### src/rtl/text_pkg.sv
// Shared geometry and types for the text RAM write path.
// Constants are pre-sized so address/count comparisons stay width-matched.
package text_pkg;

  localparam int TEXT_WIDTH  = 60;
  localparam int TEXT_HEIGHT = 20;
  localparam int TEXT_LEN    = TEXT_WIDTH * TEXT_HEIGHT;
  localparam int TEXT_SZ     = $clog2(TEXT_LEN);

  localparam logic [TEXT_SZ-1:0] TEXT_LEN_ADDR  = TEXT_SZ'(TEXT_LEN);
  localparam logic [TEXT_SZ-1:0] TEXT_LAST_ADDR = TEXT_SZ'(TEXT_LEN - 1);
  localparam logic [TEXT_SZ:0]   TEXT_LEN_CNT   = (TEXT_SZ + 1)'(TEXT_LEN);

  typedef enum logic {IDLE, FILL} fill_state_t;

  // Cell after a, wrapping from the last cell back to cell 0.
  function automatic logic [TEXT_SZ-1:0] text_next_addr(input logic [TEXT_SZ-1:0] a);
    return (a == TEXT_LAST_ADDR) ? '0 : a + 1'b1;
  endfunction

endpackage

### src/rtl/rr_arbiter_2.sv
// Two-requester round-robin arbiter; under contention the requester that did not
// win last time is granted. Grant is combinational, history is registered.
module rr_arbiter_2 (
  input  logic       clk,
  input  logic       reset_n,
  input  logic [1:0] req,
  output logic [1:0] gnt
);

  logic last_q;
  logic last_d;

  always_comb begin
    gnt    = 2'b00;
    last_d = last_q;
    case (req)
      2'b01:   gnt = 2'b01;
      2'b10:   gnt = 2'b10;
      2'b11:   gnt = last_q ? 2'b01 : 2'b10;
      default: gnt = 2'b00;
    endcase
    // History only moves on a real grant.
    if (gnt[0]) begin
      last_d = 1'b0;
    end else if (gnt[1]) begin
      last_d = 1'b1;
    end
  end

  // Requester 1 is treated as last winner so requester 0 wins the first contention.
  always_ff @(posedge clk or negedge reset_n) begin
    if (!reset_n) begin
      last_q <= 1'b1;
    end else begin
      last_q <= last_d;
    end
  end

endmodule

### src/rtl/text_ram_write_arbiter.sv
// Owns the text RAM write port, sharing it between single host writes and a
// run-length fill engine; all write-port and handshake outputs are registered.
module text_ram_write_arbiter
  import text_pkg::*;
(
  input  logic               clk,
  input  logic               reset_n,
  input  logic               host_req,
  input  logic [TEXT_SZ-1:0] host_addr,
  input  logic [7:0]         host_data,
  output logic               host_ack,
  output logic               host_err,
  input  logic               fill_start,
  input  logic [TEXT_SZ-1:0] fill_addr,
  input  logic [TEXT_SZ:0]   fill_count,
  input  logic [7:0]         fill_char,
  output logic               fill_busy,
  output logic               fill_done,
  output logic               text_wr_ena,
  output logic [TEXT_SZ-1:0] text_wr_addr,
  output logic [7:0]         text_wr_data
);

  fill_state_t        state_q, state_d;
  logic [TEXT_SZ-1:0] cur_addr_q, cur_addr_d;
  logic [TEXT_SZ:0]   remaining_q, remaining_d;
  logic [7:0]         char_q, char_d;

  logic               wr_ena_q, wr_ena_d;
  logic [TEXT_SZ-1:0] wr_addr_q, wr_addr_d;
  logic [7:0]         wr_data_q, wr_data_d;
  logic               host_ack_q, host_ack_d;
  logic               host_err_q, host_err_d;
  logic               fill_done_q, fill_done_d;
  logic               fill_busy_q, fill_busy_d;

  logic               start_ok;
  logic [TEXT_SZ-1:0] start_addr;
  logic [TEXT_SZ:0]   start_cnt;
  logic               fill_active;
  logic [TEXT_SZ-1:0] eff_addr;
  logic [TEXT_SZ:0]   eff_rem;
  logic [TEXT_SZ:0]   rem_dec;
  logic [7:0]         eff_char;
  logic               host_elig;
  logic [1:0]         req;
  logic [1:0]         gnt;

  // A fill start competes for the port in the very cycle it arrives, using the
  // raw (clamped/saturated) inputs; afterwards the latched counters take over.
  assign start_ok    = (state_q == IDLE) && fill_start;
  assign start_addr  = (fill_addr >= TEXT_LEN_ADDR) ? '0 : fill_addr;
  assign start_cnt   = (fill_count > TEXT_LEN_CNT) ? TEXT_LEN_CNT : fill_count;
  assign fill_active = (state_q == FILL) || (start_ok && (start_cnt != '0));
  assign eff_addr    = (state_q == FILL) ? cur_addr_q  : start_addr;
  assign eff_rem     = (state_q == FILL) ? remaining_q : start_cnt;
  assign eff_char    = (state_q == FILL) ? char_q      : fill_char;
  assign rem_dec     = eff_rem - 1'b1;

  // While ack is showing, host_req still belongs to the request just served.
  assign host_elig   = host_req && !host_ack_q;
  assign req         = {fill_active, host_elig};

  rr_arbiter_2 u_arb (
    .clk     (clk),
    .reset_n (reset_n),
    .req     (req),
    .gnt     (gnt)
  );

  always_comb begin
    state_d     = state_q;
    cur_addr_d  = cur_addr_q;
    remaining_d = remaining_q;
    char_d      = char_q;
    wr_ena_d    = 1'b0;
    wr_addr_d   = wr_addr_q;
    wr_data_d   = wr_data_q;
    host_ack_d  = 1'b0;
    host_err_d  = 1'b0;
    fill_done_d = 1'b0;
    fill_busy_d = 1'b0;

    if (start_ok) begin
      char_d = fill_char;
      if (start_cnt == '0) begin
        fill_done_d = 1'b1;
      end
    end

    if (fill_active) begin
      state_d     = FILL;
      cur_addr_d  = eff_addr;
      remaining_d = eff_rem;
      fill_busy_d = 1'b1;
    end

    if (gnt[0]) begin
      host_ack_d = 1'b1;
      if (host_addr >= TEXT_LEN_ADDR) begin
        host_err_d = 1'b1;
      end else begin
        wr_ena_d  = 1'b1;
        wr_addr_d = host_addr;
        wr_data_d = host_data;
      end
    end else if (gnt[1]) begin
      wr_ena_d    = 1'b1;
      wr_addr_d   = eff_addr;
      wr_data_d   = eff_char;
      cur_addr_d  = text_next_addr(eff_addr);
      remaining_d = rem_dec;
      if (rem_dec == '0) begin
        state_d     = IDLE;
        fill_done_d = 1'b1;
      end
    end
  end

  always_ff @(posedge clk or negedge reset_n) begin
    if (!reset_n) begin
      state_q     <= IDLE;
      cur_addr_q  <= '0;
      remaining_q <= '0;
      char_q      <= '0;
      wr_ena_q    <= 1'b0;
      wr_addr_q   <= '0;
      wr_data_q   <= '0;
      host_ack_q  <= 1'b0;
      host_err_q  <= 1'b0;
      fill_done_q <= 1'b0;
      fill_busy_q <= 1'b0;
    end else begin
      state_q     <= state_d;
      cur_addr_q  <= cur_addr_d;
      remaining_q <= remaining_d;
      char_q      <= char_d;
      wr_ena_q    <= wr_ena_d;
      wr_addr_q   <= wr_addr_d;
      wr_data_q   <= wr_data_d;
      host_ack_q  <= host_ack_d;
      host_err_q  <= host_err_d;
      fill_done_q <= fill_done_d;
      fill_busy_q <= fill_busy_d;
    end
  end

  assign host_ack     = host_ack_q;
  assign host_err     = host_err_q;
  assign fill_busy    = fill_busy_q;
  assign fill_done    = fill_done_q;
  assign text_wr_ena  = wr_ena_q;
  assign text_wr_addr = wr_addr_q;
  assign text_wr_data = wr_data_q;

endmodule

### config.mk
export PLATFORM = sky130hd
export DESIGN_NAME = text_ram_write_arbiter
export DESIGN_NICKNAME = d
export VERILOG_FILES = /design/src/rtl/text_pkg.sv /design/src/rtl/rr_arbiter_2.sv /design/src/rtl/text_ram_write_arbiter.sv
export SDC_FILE = /design/constraint.sdc
export NUM_CORES = 1
export LEC_CHECK = 0
export BUFFER_PORTS_ARGS = -buffer_cell sky130_fd_sc_hd__buf_4
export CELL_PAD_IN_SITES_DETAIL_PLACEMENT = 0
export CELL_PAD_IN_SITES_GLOBAL_PLACEMENT = 1
export CORE_MARGIN = 1.5
export CORE_UTILIZATION = 44
export CTS_CLUSTER_SIZE = 28
export DETAILED_ROUTE_END_ITERATION = 12
export GPL_ROUTABILITY_DRIVEN = 0
export HOLD_SLACK_MARGIN = 0.02
export PLACE_DENSITY_LB_ADDON = 0.1
export SETUP_SLACK_MARGIN = 0.4
export SLEW_MARGIN = 20
export SYNTH_ARGS = -nofsm -noshare
export SYNTH_HDL_FRONTEND = slang
export SYNTH_SLANG_ARGS = --single-unit
### constraint.sdc
create_clock -name clk -period 6.1 [get_ports clk]
set_input_delay 0.915 -clock clk [delete_from_list [all_inputs] [get_ports clk]]
set_output_delay 0.915 -clock clk [all_outputs]
set_load 0.02 [all_outputs]
# Word-level counts from Yosys, hierarchy flattened
# Index checks and enable logic that the tools add are counted.
dict set report classes {
  add_sub_neg 2
  magnitude_cmp 3
  eq_ne 5
  mux 38
  bitwise 1
  n_reduce_logical 10
}
# op count
set op_table {}
lappend op_table {{$mux W11} 9}
lappend op_table {{$mux W12} 5}
lappend op_table {{$mux W8} 4}
lappend op_table {{$logic_not A12 Y1} 2}
lappend op_table {{$ge A11 B11 Y1 const B} 2}
lappend op_table {{$mux W1} 18}
lappend op_table {{$gt A12 B11 Y1 const B} 1}
lappend op_table {{$reduce_bool A12 Y1} 1}
lappend op_table {{$sub A12 B1 Y12 const B} 1}
lappend op_table {{$add A11 B1 Y11 const B} 1}
lappend op_table {{$eq A11 B11 Y1 const B} 1}
lappend op_table {{$pmux W2 S3} 1}
lappend op_table {{$eq A2 B2 Y1 const B} 2}
lappend op_table {{$logic_and A1 B1 Y1} 3}
lappend op_table {{$eq A2 B1 Y1 const B} 1}
lappend op_table {{$mux W2} 1}
lappend op_table {{$ne A2 B2 Y1 const B} 1}
lappend op_table {{$reduce_and A2 Y1} 1}
lappend op_table {{$reduce_bool A2 Y1} 1}
lappend op_table {{$logic_not A1 Y1} 1}
lappend op_table {{$logic_or A1 B1 Y1} 1}
lappend op_table {{$not A1 Y1} 1}
dict set report word_totals {
  register_bits 57
  wordCells 71
}

# Longest topological paths before layout
# Gate-level depths: netlist (run 1).
dict set report depth {
  ltp_word 9
  depth_mapped 14
  ltp_nobuf 12
}

# Hierarchy
# A second synthesis (run 1) with hierarchy kept.
dict set report unflattened {
  cells_unflattened 444
  hier_area_um2 3767.4
}
# module n_inst cells_each area_each_um2 seq_area_each_um2
set by_module_without_submodules {}
lappend by_module_without_submodules {text_ram_write_arbiter 1 438 3713.6 1401.3}
lappend by_module_without_submodules {rr_arbiter_2 1 6 53.8 26.3}

# Worst setup path after synthesis (run 1)
# OpenSTA, ideal clock, no wires.
dict set report synth_path {
  path_kind {input to register}
  startpoint {input port fill_count[6]}
  endpoint {register fill_done_q, in the netlist fill_done}
  setup_ns 0.122
  arrival_ns 3.069
  required_time_ns 5.978
  path_slack_ns 2.909
  path_stages 12
  n_path_buf 0
  path_cell_list {or4_4 -> o311ai_2 -> nand2_1 -> a21oi_1 -> a31oi_1 -> ha_1 -> nand2_1 -> a21oi_1 -> nand4_1 -> xnor2_1 -> nor2_1 -> a32o_1}
}
dict set report synth_via {
  elab_chain_len 9
  word_cells_on_any_way 18
  classes_between {1 x add/sub; 1 x order compare; 3 x eq/ne; 8 x mux; 5 x reduce/logical}
}
# item line
set synth_lines {}
lappend synth_lines {{from (decl)} text_ram_write_arbiter.sv:15} ;# input logic [TEXT_SZ:0] fill_count,
lappend synth_lines {{$gt A12 B11 Y1} text_ram_write_arbiter.sv:53} ;# assign start_cnt = (fill_count > TEXT_LEN_CNT) ? TEXT_LEN_CNT : fill_count;
lappend synth_lines {{$mux W12 *} text_ram_write_arbiter.sv:53}
lappend synth_lines {{branches (longest 6 deep; another with $sub A12 B1 Y12)} n/a}
lappend synth_lines {{$mux W1 *} text_ram_write_arbiter.sv:98} ;# if (gnt[0]) begin
lappend synth_lines {{via fill_done_d} text_ram_write_arbiter.sv:34} ;# logic fill_done_q, fill_done_d;
lappend synth_lines {{to (signal assigned)} text_ram_write_arbiter.sv:143} ;# fill_done_q <= fill_done_d;
lappend synth_lines {{to (decl)} text_ram_write_arbiter.sv:34}
# Mark *: on every way through the listed nets, which the timed path passes.
# A chain may end at the register's enable or synchronous reset.

# Worst setup path after layout (run 1)
dict set report layout_path {
  startpoint {input port fill_addr[4]}
  endpoint {register cur_addr_q[10]}
}
dict set report layout_via {
  elab_chain_len 7
  word_cells_on_any_way 9
  classes_between {1 x add/sub; 1 x order compare; 1 x eq/ne; 6 x mux}
}
# item line
set layout_lines {}
lappend layout_lines {{from (decl)} text_ram_write_arbiter.sv:14} ;# input logic [TEXT_SZ-1:0] fill_addr,
lappend layout_lines {{$ge A11 B11 Y1} text_ram_write_arbiter.sv:52} ;# assign start_addr = (fill_addr >= TEXT_LEN_ADDR) ? '0 : fill_addr;
lappend layout_lines {{$mux W11 *} text_ram_write_arbiter.sv:52}
lappend layout_lines {{$mux W11 *} text_ram_write_arbiter.sv:55} ;# assign eff_addr = (state_q == FILL) ? cur_addr_q : start_addr;
lappend layout_lines {{$add A11 B1 Y11 or $eq A11 B11 Y1 (tied branches)} text_pkg.sv:18} ;# return (a == TEXT_LAST_ADDR) ? '0 : a + 1'b1;
lappend layout_lines {{$mux W11} text_pkg.sv:18}
lappend layout_lines {{$mux W11} text_ram_write_arbiter.sv:107} ;# end else if (gnt[1]) begin
lappend layout_lines {{$mux W11 *} text_ram_write_arbiter.sv:98}
lappend layout_lines {{via cur_addr_d[10]} text_ram_write_arbiter.sv:25} ;# logic [TEXT_SZ-1:0] cur_addr_q, cur_addr_d;
lappend layout_lines {{to (signal assigned)} text_ram_write_arbiter.sv:135} ;# cur_addr_q <= cur_addr_d;
lappend layout_lines {{to (decl)} text_ram_write_arbiter.sv:25}
# The timed path passes the listed nets; every way through them passes the cells marked *.

==> results_dict.tcl, run 1 <==
set metrics [dict create \
    synth_area_sq_mm 0.00357 \
    core_sq_mm 0.00781 \
    htreeDepth 3 \
    cp_cell_sequence "buf_4, a21o_1, a211oi_4, o21ai_0, o21ai_0, ha_1, nand2_1, nor3_2, nor3b_1, xnor2_1, a221o_1" \
    drt_iter0_markers 180 \
    synth_warnings 0 \
    drcViolationCount 0 \
    cp.arrival_ns 3.52 \
    leakage_nw 1.99 \
    initial_core_util_pct 45.7 \
    critical_path_class "in2reg" \
    synthArstFlopShare_pct 100 \
    combinationalPowerShare_pct 39.9 \
    layout_commonest_cell "buf_4" \
    drt.antenna.violating_nets 0 \
    final_util_pct 56.5 \
    clock_power_share_pct 24.0 \
    first_pass_iters 4 \
    fin_crit_sh_pct 53.9 \
    syn_avg_cell_area_sq_um 8.81 \
    cts_buffers 9 \
    grt_overflow 0 \
    seq_power_share_pct 36.1 \
    ctsResizeCount 0 \
    rows 32 \
    end_kind "register" \
    synth_fp_nets 461 \
    regToRegStartpoint "state_q" \
    grt_antenna_before_repair 0 \
    fin_crit_ns 3.29 \
    cts_sinks 57 \
    clkLatencyLatePin_ns 0.34 \
    cp_max_fo 10 \
    clk_pin_slew_ns 0.07 \
    nets 532 \
    switching_share_pct 38.0 \
    synth-seq-cells 57 \
    maxCapViolCount 0 \
    postCtsSetupRepairBufs 0 \
    power_density_mw_per_mm2 342 \
    ys_seq_area_share_pct 40.0 \
    wirelength_microns 9910 \
    rsz0062_at_grt "false" \
    power.switching_mw 0.573 \
    drt-wirelength-per-cell_microns 17.0 \
    crit_top_cell "o21ai_0" \
    grt_max_degree 58 \
    critical-path-max-stage-delay_ns 0.45 \
    dieArea_sq_mm 0.00866 \
    drv_slew 0 \
    r2r_setup_slack_ns 3.21 \
    cts_tree "built" \
    cts.hold.buffers_added 0 \
    die_h_microns 93.1 \
    min-delay-start "text_wr_addr[5]" \
    maxSlewHeadroom_pct 50.8 \
    p_int_mw 0.936 \
    tightest_slew_ns 0.733 \
    hold_violations 0 \
    crit_path_start_kind "input port" \
    die_x_microns 93.1 \
    reg2reg_to "cur_addr_q[9]" \
    critPathSlowestCell "a211oi_4" \
    insertedDiodeCount 0 \
    avgViaCountPerCell 5.69 \
    hold_end "text_wr_addr[5]" \
    grt_pass1_wl_microns 16500 \
    hp-class "reg2reg" \
    cts_buffer_depth 2 \
    areaGrowthSynthToFinish_pct 23.5 \
    reg2reg_depth 7 \
    ys_types 68 \
    synth_flop_cell "dfrtp_1" \
    dpl.hpwl_microns 7060 \
    final_cell_mix "buf_4 (82), dfrtp_1 (56), nand2_1 (51), o21ai_0 (39), nor2_1 (34)" \
    skew_ns 0.00877 \
    outcome "finished, final reports clean" \
    drive_above_1_share_pct 26.0 \
    grt_pass1_vias 3225 \
    ir_drop_mv 0.174 \
    io_pins 78 \
    critical_path_required_ns 6.33 \
    clock.fmax_ghz 0.304 \
    syn_inst 405 \
    port_buffers 77 \
    track_usage_pct 24.5 \
    setup_violations 0 \
    tns_ns 0 \
    hold_path_depth 2 \
    clock-root-buffer "clkbuf_8" \
    synth-edff-count 0 \
    vias 3320 \
]
[per-stage QoR]
stage	instance area (sq um)	std cells	power (mW)	hold slack (ns)	worst slack [ns]
after floorplan	3570	405	0.943	0.450	2.91
after global placement	4210	567	1.15	0.464	2.56
after detailed placement	4210	567	1.15	0.476	2.46
after CTS	4410	583	1.51	0.494	2.82
after global routing	4410	583	1.62	0.512	2.52
final	4410	583	1.51	0.491	2.81
[worst max path at each step]
stage,cells after the start,startpoint,endpoint,slack (ns)
floorplan,12,fill_count[6],fill_done,2.91
global placement,11,fill_addr[4],cur_addr_q[10],2.56
detailed placement,11,fill_addr[4],cur_addr_q[10],2.46
CTS,11,fill_addr[4],cur_addr_q[10],2.82
global route,11,fill_addr[4],cur_addr_q[10],2.52
finish,11,fill_addr[4],cur_addr_q[10],2.81
[state kept, by name (all words and copies together), names as in the netlist, 8 cells and up]
register	flops
char_q	8
text_wr_addr	11
text_wr_data	8
remaining_q	12
cur_addr_q	11
[critical path: cells and delay by family]
| kind | cells | cell delay [ns] |
|---|---|---|
| AO/OA/AOI/OAI | 5 | 1.51 |
| AND/OR/NAND/NOR | 3 | 0.63 |
| adder cells (fa/ha/maj) | 1 | 0.26 |
| buffers and inverters | 1 | 0.12 |
| XOR/XNOR | 1 | 0.10 |
[cells in the mapped netlist, drive strengths merged (4+ instances only)]
cell	instances	area [sq um]
nand4	5	31.3
nand3	4	20.0
dfrtp	56	1400
o31ai	4	30.0
clkbuf	10	37.5
o21ai	41	205
a221o	4	40.0
mux2i	14	140
nor2	35	134
xor2	5	43.8
and2	6	37.5
inv	9	33.8
buf	12	63.8
mux2	14	158
a21oi	32	164
a21o	5	37.5
nand2	51	191
a31oi	7	43.8
or2	4	25.0
xnor2	11	96.3
o211ai	7	52.6
nor3	10	55.1
a21boi	4	33.8
nor3b	6	45.0
[routing by layer]
metal | global-route usage [%] | vias to the layer above | wire length, microns
met3 | 6.18 | 14 | 673
met1 | 35.7 | 1575 | 4880
met2 | 35.6 | 119 | 4210
met4 | 7.70 | 0 | 146
li1 | - | 1612 | -
met5 | 0 | - | 0
[layout make-up]
cell class                 instances  area, sq um
fill                             748         3400
multi-input combinational        316         2000
sequential                        57         1430
timing repair buffer              82          616
clock buffer                      11          141
tap                              102          128
clock inverter                     5         55.1
inverter                          10         37.5
[cell families (layout without fill, tap and decap cells)]
logic type | count (synthesis) | in the layout | share of synthesized area, %
buffers and inverters | 32 | 108 | 3.89
multiplexers | 28 | 28 | 8.34
XOR/XNOR | 16 | 16 | 3.93
flip-flops | 57 | 57 | 40.0
AND/OR/NAND/NOR | 141 | 141 | 19.3
adder cells (fa/ha/maj) | 2 | 2 | 0.701
AO/OA/AOI/OAI | 129 | 129 | 23.8
[power groups by stage]
stage	Sequential, mW	Clock (mW)	Combinational [mW]
2_1_floorplan	0.578	0	0.365
3_3_place_gp	0.549	0	0.600
3_5_place_dp	0.550	0	0.599
4_1_cts	0.545	0.368	0.600
5_1_grt	0.559	0.387	0.669
6_report	0.545	0.362	0.602
(Power assumes the default switching activity.)
==> run 2, diff against run 1 <==
CORE_UTILIZATION = 41   (was 44)
clock period = 3.3 ns   (was 6.1 ns; I/O delays follow)
==> run 2 against run 1 <==
Compared with the run above:
- routed wire length is 4.0% higher
- die area is 7.1% higher
- sequential cell count stayed put
- total power is 94% higher
- critical path depth is 2 higher
- setup slack worse by 2.2 ns
- non-clock buffer count is 11 higher
==> results_dict.tcl, run 2 (synthesis gave the netlist of run 1 again) <==
set metrics [dict create \
    first_pass_iters 4 \
    cts_sinks 57 \
    core_sq_mm 0.00834 \
    crit_path_start_kind "input port" \
    dieArea_sq_mm 0.00928 \
    largest_reg_flops 12 \
    drt_iter0_markers 195 \
    drv_slew 0 \
    power.switching_mw 1.09 \
    fin_crit_ns 2.74 \
    skew_ns 0.0137 \
    insertedDiodeCount 0 \
    leakage_nw 2.05 \
    power_density_mw_per_mm2 644 \
    die_x_microns 96.3 \
    r2r_setup_slack_ns 0.63 \
    combinationalPowerShare_pct 38.7 \
    fin_cells 597 \
    fin_area_sq_mm 0.00454 \
    drive_above_1_share_pct 28.5 \
    clock_power_share_pct 26.8 \
    fin_crit_sh_pct 83.0 \
    hold_violations 0 \
    track_usage_pct 23.9 \
    place_ws_ns 0.188 \
    grt_max_degree 58 \
    clkLatencyLatePin_ns 0.35 \
    cp.arrival_ns 2.97 \
    regToRegStartpoint "state_q" \
    clock-root-buffer "clkbuf_8" \
    ir_drop_mv 0.380 \
    io_pins 78 \
    htreeDepth 3 \
    critical_path_class "in2reg" \
    cts_tree "built" \
    port_buffers 77 \
    dp_cells 577 \
    reg2reg_to "fill_done" \
    cts_buffers 9 \
    final_util_pct 54.5 \
    maxSlewHeadroom_pct 48.7 \
    hp-class "in2async" \
    seq_power_share_pct 34.5 \
    p_int_mw 1.84 \
    rsz0062_at_grt "false" \
    timing.final.ws_setup_ns 0.560 \
    dpl.hpwl_microns 7410 \
    hold-worst-slack_ns 0.205 \
    final_cell_mix "buf_4 (93), dfrtp_1 (55), nand2_1 (51), o21ai_0 (39), nor2_1 (34)" \
    initial_core_util_pct 42.8 \
    grt_antenna_before_repair 0 \
    cts_buffer_depth 2 \
    setup_violations 0 \
    maxCapViolCount 0 \
    wirelength_microns 10300 \
    clock.fmax_ghz 0.365 \
    switching_share_pct 37.1 \
    cp_max_fo 5 \
    end_kind "register" \
    power_mw 2.93 \
    critical_path_required_ns 3.53 \
    vias 3331 \
    layout_commonest_cell "buf_4" \
    drt.antenna.violating_nets 0 \
    areaGrowthSynthToFinish_pct 27.2 \
    die_h_microns 96.3 \
    drt-wirelength-per-cell_microns 17.3 \
    grt_pass1_wl_microns 16500 \
    top_register "remaining_q" \
    drcViolationCount 0 \
    placed_area_sq_mm 0.00427 \
    tightest_slew_ns 0.769 \
    tns_ns 0 \
    avgViaCountPerCell 5.58 \
    clk_pin_slew_ns 0.07 \
    rows 33 \
    outcome "finished, final reports clean" \
    grt_overflow 0 \
    grt_pass1_vias 3136 \
    nets 543 \
    reg2reg_depth 10 \
]
==> run 2: cell type report <==
type,count,area [sq um]
inverter,10,41.3
fill,818,3800
sequential,57,1430
timing repair buffer,93,698
tap,105,131
multi-input combinational,316,2010
clock buffer,12,155
clock inverter,4,75.1
==> run 2: timing repair <==
action	CTS	global route
endpoints found under the setup margin	0	9
resized for setup	0	4
buffers inserted	0	4
hold buffers	0	0
==> run 2: metal layers <==
layer,part of all wire (%),track usage [%],routed length (microns)
met1,50,35.4,5180
met2,41,34.3,4270
met3,6.7,4.98,695
met4,1.5,8.09,157
met5,0,0,0
==> run 2: how the worst max path moves through the flow <==
| stage | start | end | slack (ns) | depth (start not counted) |
|---|---|---|---|---|
| finish | fill_count[6] | fill_done | 0.56 | 13 |
| global route | fill_count[6] | fill_done | 0.37 | 13 |
| CTS | state_q | cur_addr_q[10] | 0.51 | 9 |
| detailed placement | fill_count[6] | fill_done | 0.19 | 13 |
| global placement | fill_count[6] | fill_done | 0.28 | 13 |
| floorplan | state_q | fill_done | 0.44 | 14 |
==> run 2: worst max-delay path, cell delays in order <==
cell and delay, ns:
buf_4 0.12, or4_4 0.55, o311ai_2 0.27, nand2_1 0.13
a21oi_2 0.18, a31oi_1 0.16, ha_1 0.27, nand2_1 0.07
a21oi_1 0.09, nand4_1 0.14, xnor2_1 0.15, nor2_1 0.09
a32o_1 0.26
==> run 2: power by group through the flow <==
stage | Sequential [mW] | Clock [mW] | Combinational [mW]
floorplan | 1.07 | 0 | 0.675
global placement | 1.01 | 0 | 1.11
detailed placement | 1.02 | 0 | 1.12
CTS | 1.01 | 0.795 | 1.13
global route | 1.03 | 0.823 | 1.25
finish | 1.01 | 0.784 | 1.13
==> run 3, diff against run 2 <==
ABC_AREA = 1   (was not set)
CORE_UTILIZATION = 39   (was 41)
clock period = 2.7 ns   (was 3.3 ns; I/O delays follow)
==> run 3 against run 2 <==
Compared with the run above:
- cell area is 8.3% higher
- synthesized cell count is 36% higher
- utilization is 1.5 points lower
- setup slack better by 0.0059 ns
- clock-buffer cell count is 2 lower
- sequential cell count stayed put
==> results_dict.tcl, run 3 <==
set metrics [dict create \
    hp-class "in2async" \
    netlist_top_cells_area "dfrtp_1 (37%), nand2_1 (18%), o21ai_0 (7.4%)" \
    fin_crit_sh_pct 79.0 \
    clock.fmax_ghz 0.469 \
    vias 3931 \
    crit_path_start_kind "input port" \
    htreeDepth 3 \
    nFillCells 978 \
    die_x_microns 101 \
    port_buffers 77 \
    synth_fp_nets 605 \
    syn_inst 549 \
    grt-busiest-layer "met2" \
    drt.antenna.violating_nets 0 \
    fin_crit_ns 2.13 \
    grt_overflow 0 \
    power_density_mw_per_mm2 917 \
    combinationalPowerShare_pct 51.9 \
    synthArstFlopShare_pct 100 \
    first_pass_iters 5 \
    switching_share_pct 44.2 \
    synth_warnings 0 \
    yosys.area_share.simple_pct 31.9 \
    cts_sinks 57 \
    hold_violations 0 \
    avgViaCountPerCell 5.05 \
    drcViolationCount 0 \
    final_cell_mix "nand2_1 (173), buf_4 (104), inv_1 (60), dfrtp_1 (55), o21ai_0 (54)" \
    fin_cells 778 \
    ys_seq_area_share_pct 37.9 \
    met1_usage_pct 31.6 \
    synth_top_family_by_area "simple AND/OR/NAND/NOR gates" \
    synth-edff-count 0 \
    maxSlewHeadroom_pct 49.7 \
    critical_path_class "in2reg" \
    track_usage_pct 22.1 \
    clock-root-buffer "clkbuf_8" \
    cp.arrival_ns 2.36 \
    power.switching_mw 1.99 \
    synth_area_sq_mm 0.00377 \
    yosysTopAreaCell "dfrtp_1" \
    rsz0062_at_grt "true" \
    grt_max_degree 58 \
    synthTopCellsByCount "nand2_1 (178), inv_1 (62), dfrtp_1 (56), o21ai_0 (56), nor2_1 (47)" \
    drt_iter0_markers 192 \
    synth_compound_area_share_pct 18.3 \
    yosysMostFrequentCell "nand2_1" \
    leakage_nw 2.42 \
    cts_buffer_depth 2 \
    die_h_microns 101 \
    io_pins 78 \
    layout_commonest_cell "nand2_1" \
    dieArea_sq_mm 0.0103 \
    grt_use_met2_pct 35.1 \
    outcome "finished, final reports clean" \
    initial_core_util_pct 40.6 \
    skew_ns 0.0132 \
    insertedDiodeCount 0 \
    end_kind "register" \
    clk_pin_slew_ns 0.08 \
    grt_antenna_before_repair 0 \
    ir_drop_mv 0.392 \
    drive_above_1_share_pct 26.8 \
    dpl.hpwl_microns 7990 \
    setup_violations 0 \
    grt_pass1_wl_microns 17800 \
    use_met3_pct 3.66 \
    synth_adder_area_share_pct 0.664 \
    core_sq_mm 0.00928 \
    areaGrowthSynthToFinish_pct 30.5 \
    synth-xor-area-share_pct 1.39 \
    cts_tree "built" \
    cp_max_fo 13 \
    drt-wirelength-per-cell_microns 13.9 \
    cts.hold.buffers_added 0 \
    seq_power_share_pct 29.4 \
    critical_path_required_ns 2.92 \
    cts_buffers 9 \
    grt_pass1_vias 3697 \
    clock_power_share_pct 18.7 \
    rows 35 \
    synth_top_area_share_pct 37.2 \
    tns_ns 0 \
    top_register "remaining_q" \
    tightest_slew_ns 0.755 \
    nets 700 \
    maxCapViolCount 0 \
    synth-seq-cells 57 \
    synthMuxAreaShare_pct 0 \
    largest_reg_flops 12 \
    ys_types 39 \
    clkLatencyLatePin_ns 0.34 \
    wirelength_microns 10800 \
    p_int_mw 2.52 \
    drv_slew 0 \
    synth_flop_cell "dfrtp_1" \
    dp_cells 757 \
    syn_avg_cell_area_sq_um 6.87 \
]
## run 3: cell count changes after synthesis, moves of 6 or more
cell,change
nand3_1,+31
nor3b_1,-6
nor2_1,+13
o21ai_0,+17
inv_1,+53
mux2_2,-14
nor3_1,-7
mux2i_1,-14
o21ai_1,+14
nand2_1,+127
xnor2_1,-8
o211ai_2,+9
a21oi_1,-24
## run 3: cell families after synthesis
| family | after synthesis |
|---|---|
| AOI/OAI and AO/OA | 111 |
| xor gates and xnor gates | 6 |
| adders and majority gates | 2 |
| buffers and inverters | 89 |
| DFF | 57 |
| and+or+nand+nor | 284 |
## run 3: final timing paths
path                                 start                to  slack (ns)  cells past startpoint
setup / recovery             fill_count[9]  text_wr_addr[10]        0.57                     15
hold / removal                     reset_n    remaining_q[1]        0.13                      1
setup reg to reg                   state_q     cur_addr_q[1]        0.57                     10
hold reg to reg            text_wr_data[7]   text_wr_data[7]        0.49                      2
max in group asynchronous          reset_n           state_q        2.02                      1
min in group clk              fill_char[3]         char_q[3]        0.28                      3
## run 3: final cells by class
class	instances	area, sq um	share of cell area (%)
Multi-Input combinational cell	403	2060	41.9
Inverter	68	262	5.32
Timing Repair Buffer	105	801	16.3
Clock buffer	10	138	2.80
Sequential cell	57	1430	29.0
Tap cell	129	161	3.28
Clock inverter	6	66.3	1.35
## run 3: power groups by stage
stage / Combinational (mW) / Clock, mW / Sequential, mW
floorplan: 1.34 / 0 / 1.48
global placement: 2.20 / 0 / 1.33
detailed placement: 2.22 / 0 / 1.34
CTS: 2.24 / 0.861 / 1.33
global route: 2.65 / 0.909 / 1.36
finish: 2.34 / 0.845 / 1.33
## run 3: routing by layer
metal / share of wire, % / routed length (microns)
met1: 48 / 5240
met4: 0.99 / 107
met3: 5.0 / 537
met2: 46 / 4950
met5: 0 / 0
## run 3: timing repair
item / CTS / global route
endpoints found under the setup margin: 9 / 34
setup buffers: 0 / 5
gates cloned: 0 / 0
pin swaps: 0 / 4
gates resized for setup: 3 / 30
## run 3: through the flow
stage                     setup WS (ns)  cell area (sq um)  hold slack, ns  power [mW]  util, %
final                             0.566               4920           0.127        4.51     53.0
after global routing              0.328               4920           0.197        4.92     53.0
after CTS                         0.403               4780           0.165        4.42     51.5
after detailed placement         0.0455               4560           0.468        3.56     49.2
after global placement            0.179               4560           0.466        3.53     49.2
after floorplan                   0.512               3770           0.109        2.81        -
## run 3: critical path: stages
cell	delay, ns
buf_4	0.11
inv_2	0.04
nand2_1	0.08
nor2_2	0.15
nand3_2	0.11
nand2_4	0.15
nand4_1	0.15
o21ai_2	0.25
nand2_4	0.09
nand2_4	0.08
nand2_4	0.11
buf_4	0.21
or2_2	0.26
o21ai_0	0.07
o21ai_1	0.08
